`src/rtl/shift_register_engine.sv`:
```
// W-bit register with synchronous clear/preset, parallel load and a
// one-bit-per-clock shift/rotate engine behind a start/busy/done handshake.

module shift_register_engine_bit #(
    parameter logic RST_BIT = 1'b0
) (
    input  logic clock,
    input  logic reset,
    input  logic clr,
    input  logic pre,
    input  logic ld,
    input  logic step_r,
    input  logic step_l,
    input  logic d,
    input  logic from_left,
    input  logic from_right,
    output logic q
);
    always_ff @(posedge clock or posedge reset) begin
        if (reset)       q <= RST_BIT;
        else if (clr)    q <= 1'b0;
        else if (pre)    q <= 1'b1;
        else if (ld)     q <= d;
        else if (step_r) q <= from_left;
        else if (step_l) q <= from_right;
    end
endmodule

module shift_register_engine #(
    parameter int             W           = 8,
    parameter logic [W-1:0]   RESET_VALUE = '0,
    localparam int            CW          = $clog2(W+1)
) (
    input  logic          clock,
    input  logic          reset,
    input  logic          clear,
    input  logic          preset,
    input  logic          start,
    input  logic [1:0]    op,
    input  logic [CW-1:0] amount,
    input  logic [W-1:0]  d,
    input  logic          sin,
    output logic [W-1:0]  q,
    output logic          sout,
    output logic          busy,
    output logic          done
);
    typedef enum logic {IDLE, SHIFT} state_t;

    localparam logic [1:0]    OP_LOAD = 2'b00;
    localparam logic [1:0]    OP_SHL  = 2'b10;
    localparam logic [1:0]    OP_ROTR = 2'b11;
    localparam logic [CW-1:0] W_CNT   = CW'(W);

    state_t        state;
    logic [CW-1:0] rem;
    logic [1:0]    op_r;

    logic          accept, shifting, load_en, step_r, step_l, msb_fill;
    logic [CW-1:0] amt_sat;

    always_comb begin
        accept   = start & ~clear & ~preset & (state == IDLE);
        shifting = (state == SHIFT) & ~clear & ~preset;
        load_en  = accept & (op == OP_LOAD);
        // SHR and ROTR both move toward the LSB; only the MSB fill differs
        step_r   = shifting & (op_r != OP_SHL);
        step_l   = shifting & (op_r == OP_SHL);
        msb_fill = (op_r == OP_ROTR) ? q[0] : sin;
        amt_sat  = (amount > W_CNT) ? W_CNT : amount;
    end

    for (genvar i = 0; i < W; i++) begin : g_bit
        logic from_left, from_right;
        if (i == W-1) begin : g_msb
            assign from_left = msb_fill;
        end else begin : g_upper
            assign from_left = q[i+1];
        end
        if (i == 0) begin : g_lsb
            assign from_right = sin;
        end else begin : g_lower
            assign from_right = q[i-1];
        end
        shift_register_engine_bit #(.RST_BIT(RESET_VALUE[i])) u_bit (
            .clock      (clock),
            .reset      (reset),
            .clr        (clear),
            .pre        (preset),
            .ld         (load_en),
            .step_r     (step_r),
            .step_l     (step_l),
            .d          (d[i]),
            .from_left  (from_left),
            .from_right (from_right),
            .q          (q[i])
        );
    end

    always_ff @(posedge clock or posedge reset) begin
        if (reset) begin
            state <= IDLE;
            rem   <= '0;
            op_r  <= OP_LOAD;
            busy  <= 1'b0;
            done  <= 1'b0;
            sout  <= 1'b0;
        end else begin
            done <= 1'b0;
            if (clear || preset) begin
                // abort any shift in flight; sout keeps its last value
                state <= IDLE;
                rem   <= '0;
                busy  <= 1'b0;
            end else if (accept) begin
                if (op == OP_LOAD || amt_sat == '0) begin
                    done <= 1'b1;
                end else begin
                    state <= SHIFT;
                    rem   <= amt_sat;
                    op_r  <= op;
                    busy  <= 1'b1;
                end
            end else if (state == SHIFT) begin
                sout <= (op_r == OP_SHL) ? q[W-1] : q[0];
                rem  <= rem - 1'b1;
                if (rem == CW'(1)) begin
                    state <= IDLE;
                    busy  <= 1'b0;
                    done  <= 1'b1;
                end
            end
        end
    end
endmodule

```
`config.mk`:
```
export PLATFORM = sky130hd
export DESIGN_NAME = shift_register_engine
export DESIGN_NICKNAME = d
export VERILOG_FILES = /design/src/rtl/shift_register_engine.sv
export SDC_FILE = /design/constraint.sdc
export NUM_CORES = 1
export LEC_CHECK = 0
export ABC_AREA = 1
export CAP_MARGIN = 10
export CORE_ASPECT_RATIO = 1.2
export CORE_MARGIN = 5
export CORE_UTILIZATION = 40
export CTS_CLUSTER_DIAMETER = 100
export DETAILED_ROUTE_END_ITERATION = 7
export PLACE_DENSITY = 0.69
export SLEW_MARGIN = 25
export SYNTH_ARGS = -nofsm -noshare
export SYNTH_HDL_FRONTEND = slang
export SYNTH_HIERARCHICAL = 1
export SYNTH_SLANG_ARGS = --single-unit
```
`constraint.sdc`:
```
create_clock -name clock -period 2.35 [get_ports clock]
set_input_delay 0.47 -clock clock [delete_from_list [all_inputs] [get_ports clock]]
set_output_delay 0.47 -clock clock [all_outputs]
set_load 0.005 [all_outputs]
```
==> flow_summary.yaml <==
global_route:
  grt_pass1_wl_mm: 5.368
  grt_use_total_pct: 14.27
  grt_max_degree: 18
  antenna_found_initial: 0
  grt_pass1_vias: 1217
  overflow: 0
placement:
  io_buffers: 30
  gp_congestion: 0.8003
  place_inst: 265
  dp_hpwl_mm: 2.374
pwr:
  p_seq_share_pct: 43.8
  switching_share_pct: 28.98
  power_density_nw_per_um2: 487.1
  cellLeakagePower_uw: 0.0008446
  internal_power_uw: 600.8
  irDropWorstVdd_v: 0.0002903
  p_switching_uw: 245.2
  pwr-share-clk_pct: 30.1
  comb_power_share_pct: 26.1
clocking:
  cts_setup_buffers: 0
  cts_buffers: 3
  clock_latency_ps: 260
  cts_buffer_depth: 2
  clk_pin_slew_ps: 70
  cts_tree: "yes"
  cts_max_level: 1
  root_buffer: "clkbuf_8"
  cts_sinks: 18
  cts.hold.buffers_added: 0
  cts_resized: 0
setup_path:
  crit_type: "primary input to flop"
  critPathMaxFanout: 16
  max_stage_delay_ps: 470
  crit_chain: "clkdlybuf4s50_1 -> nor2_2 -> nand3_1 -> nor3_2 -> buf_4 -> a21oi_1 -> a21oi_2"
  crit_path_end_kind: "flop"
  timing.critical_path.buf_inv: 2
  critical_path.top_delay_family: "buffers and inverters"
  critPathLaunchType: "primary input"
  slowest_stage: "clkdlybuf4s50_1"
  critical_path.startpoint: "preset"
  worst_ep_arrival_time_ps: 2080
  required_ps: 2540
  rr_startpoint: "state$_DFFE_PP0P_"
synthesis:
  synthAdderAreaFrac_pct: 1.850
  muxShareOfSynthArea_pct: 0
  avgSynthCellArea_sq_um: 6.729
  yosysUniqueCellTypes: 20
  synth_nets: 223
  synth_compound_area_share_pct: 16.65
  synth_top_family_by_area: "simple AND/OR/NAND/NOR gates"
  synth_xor_area_share_pct: 0
  yosys.area_share.simple_pct: 29.88
  synth_cells: 201
  ys_warn_count: 6
  syn-cell-area_sq_um: 1353
  yosysSeqAreaShare_pct: 33.30
  ys_seq_elements: 18
die:
  die-area_sq_um: 4649
  start_util_pct: 40.87
  fp.dieH_microns: 73.70
  dieWidth_microns: 63.09
  num_rows: 23
  ioPinCount: 31
  core_sq_um: 3309
timing:
  hold_viol_final: 0
  drv_slew: 0
  worstMarginPinSlew_ps: 410.4
  max_freq_mhz: 530.1
  finalCritPeriodShare_pct: 80.28
  rsz0062_at_grt: "false"
  fin_crit_ps: 1887
  finalSetupTns_ps: 0
  setup_viol: 0
  skew_ps: 7.365
  slew_headroom_pct: 72.61
cells_and_area:
  drive_gt1_share_pct: 15.52
  nets: 255
  diodes: 0
  fillCellCount: 327
  area_growth_pct: 28.40
  fin_cells: 269
  layout_commonest_cell: "nand2_1"
  layout_common_cells: "nand2_1 (53), inv_1 (49), clkdlybuf4s50_1 (30), nand3_1 (18), dfrtp_1 (18)"
worst_hold_path:
  min_from: "busy$_DFFE_PP0P_"
  min_path_type: "flop to flop"
routing:
  drc_errors: 0
  dr.pass1.iters: 4
  num_vias: 1298
  finalWirelength_mm: 3.127
  vias_per_cell: 4.825
  drt-initial-drc-count: 42
  wl_per_cell_microns: 11.62
  postRouteAntennaNets: 0
flow_run:
  maxCapViolCount: 0
outcome:
  status: "finished, final reports clean"
-- Yosys cell counts --
| library cell | instances | area [sq um] |
|---|---|---|
| nand2_1 | 53 | 198.9 |
| inv_1 | 49 | 183.9 |
| dfrtp_1 | 18 | 450.4 |
| nand3_1 | 18 | 90.09 |
| a21oi_2 | 16 | 140.1 |
| a21oi_1 | 9 | 45.04 |
| buf_4 | 8 | 60.06 |
| nor2_1 | 7 | 26.28 |
| nor2_2 | 4 | 25.02 |
| nand2_2 | 3 | 18.77 |
| nand4_1 | 3 | 18.77 |
| o21ai_0 | 3 | 15.01 |
| a31oi_1 | 2 | 12.51 |
| ha_1 | 2 | 25.02 |
| inv_2 | 1 | 3.750 |
| nand3_2 | 1 | 10.01 |
| nor2_4 | 1 | 11.26 |
| nor3_1 | 1 | 5.000 |
| o21a_1 | 1 | 7.510 |
| o21ai_1 | 1 | 5.000 |
-- state kept, by name, summed over array words and instances, names as in the netlist --
name / count
g_bit.u_bit/q: 8
rem: 4
op_r: 2
busy: 1
done: 1
sout: 1
state: 1
-- layer usage --
| layer | routed length (microns) | global-route usage (%) | vias to the layer above | share of wire (%) |
|---|---|---|---|---|
| met1 | 1380 | 17.42 | 587 | 44 |
| met3 | 205 | 3.364 | 4 | 6.6 |
| met5 | 0 | 0 | - | 0 |
| li1 | - | - | 673 | - |
| met4 | 39 | 4.953 | 0 | 1.2 |
| met2 | 1502 | 24.52 | 34 | 48 |
-- cell families (layout without fill, tap and decap cells) --
kind of cell,Yosys count,in the layout
and+or+nand+nor,91,91
buffers and inverters,58,89
AOI/OAI and AO/OA,32,32
DFF,18,18
adders and majority gates,2,2
-- power groups by stage --
stage	combinational, uW	clock [uW]	sequential [uW]
after detailed placement	223	0	376
after global placement	221	0	376
after CTS	225	267	370
final	221	255	370
after floorplan	135	0	369
after global routing	251	280	375
-- worst min-delay path, cell delays in order, from the launching register on --
cell	delay [ps]
dfrtp_1	360
nand2_1	60
nand2_1	50
-- layout make-up --
type / count / area (sq um) / share of cell area, %
well taps: 37 / 46.29 / 2.666
repair buffers: 35 / 337.8 / 19.45
multi-input cells: 125 / 659.4 / 37.97
inverters: 50 / 187.7 / 10.81
flip-flops and latches: 18 / 450.4 / 25.94
clock buffers: 4 / 55.05 / 3.170
-- stage by stage --
stage | setup slack, ps | instance area (sq um) | total power (uW) | util [%] | hold slack (ps)
detailed placement | 211.2 | 1682 | 599.6 | 50.81 | 488.1
floorplan | 404.6 | 1358 | 503.9 | - | 198.7
finish | 463.4 | 1737 | 846.0 | 52.48 | 496.2
global route | 336.0 | 1737 | 905.3 | 52.48 | 528.5
CTS | 480.2 | 1737 | 862.8 | 52.48 | 513.7
global placement | 262.5 | 1682 | 597.7 | 50.81 | 464.4
-- worst paths after layout --
path / endpoint / slack (ps) / cells after the start
setup / recovery: g_bit[1].u_bit/q$_DFFE_PP0P_ / 460 / 7
hold / removal: busy$_DFFE_PP0P_ / 500 / 2
setup reg to reg: g_bit[1].u_bit/q$_DFFE_PP0P_ / 800 / 6
hold reg to reg: busy$_DFFE_PP0P_ / 500 / 2
max in group asynchronous: rem[0]$_DFFE_PP0P_ / 1260 / 2
min in group asynchronous: g_bit[1].u_bit/q$_DFFE_PP0P_ / 600 / 2
(Power assumes the default switching activity.)
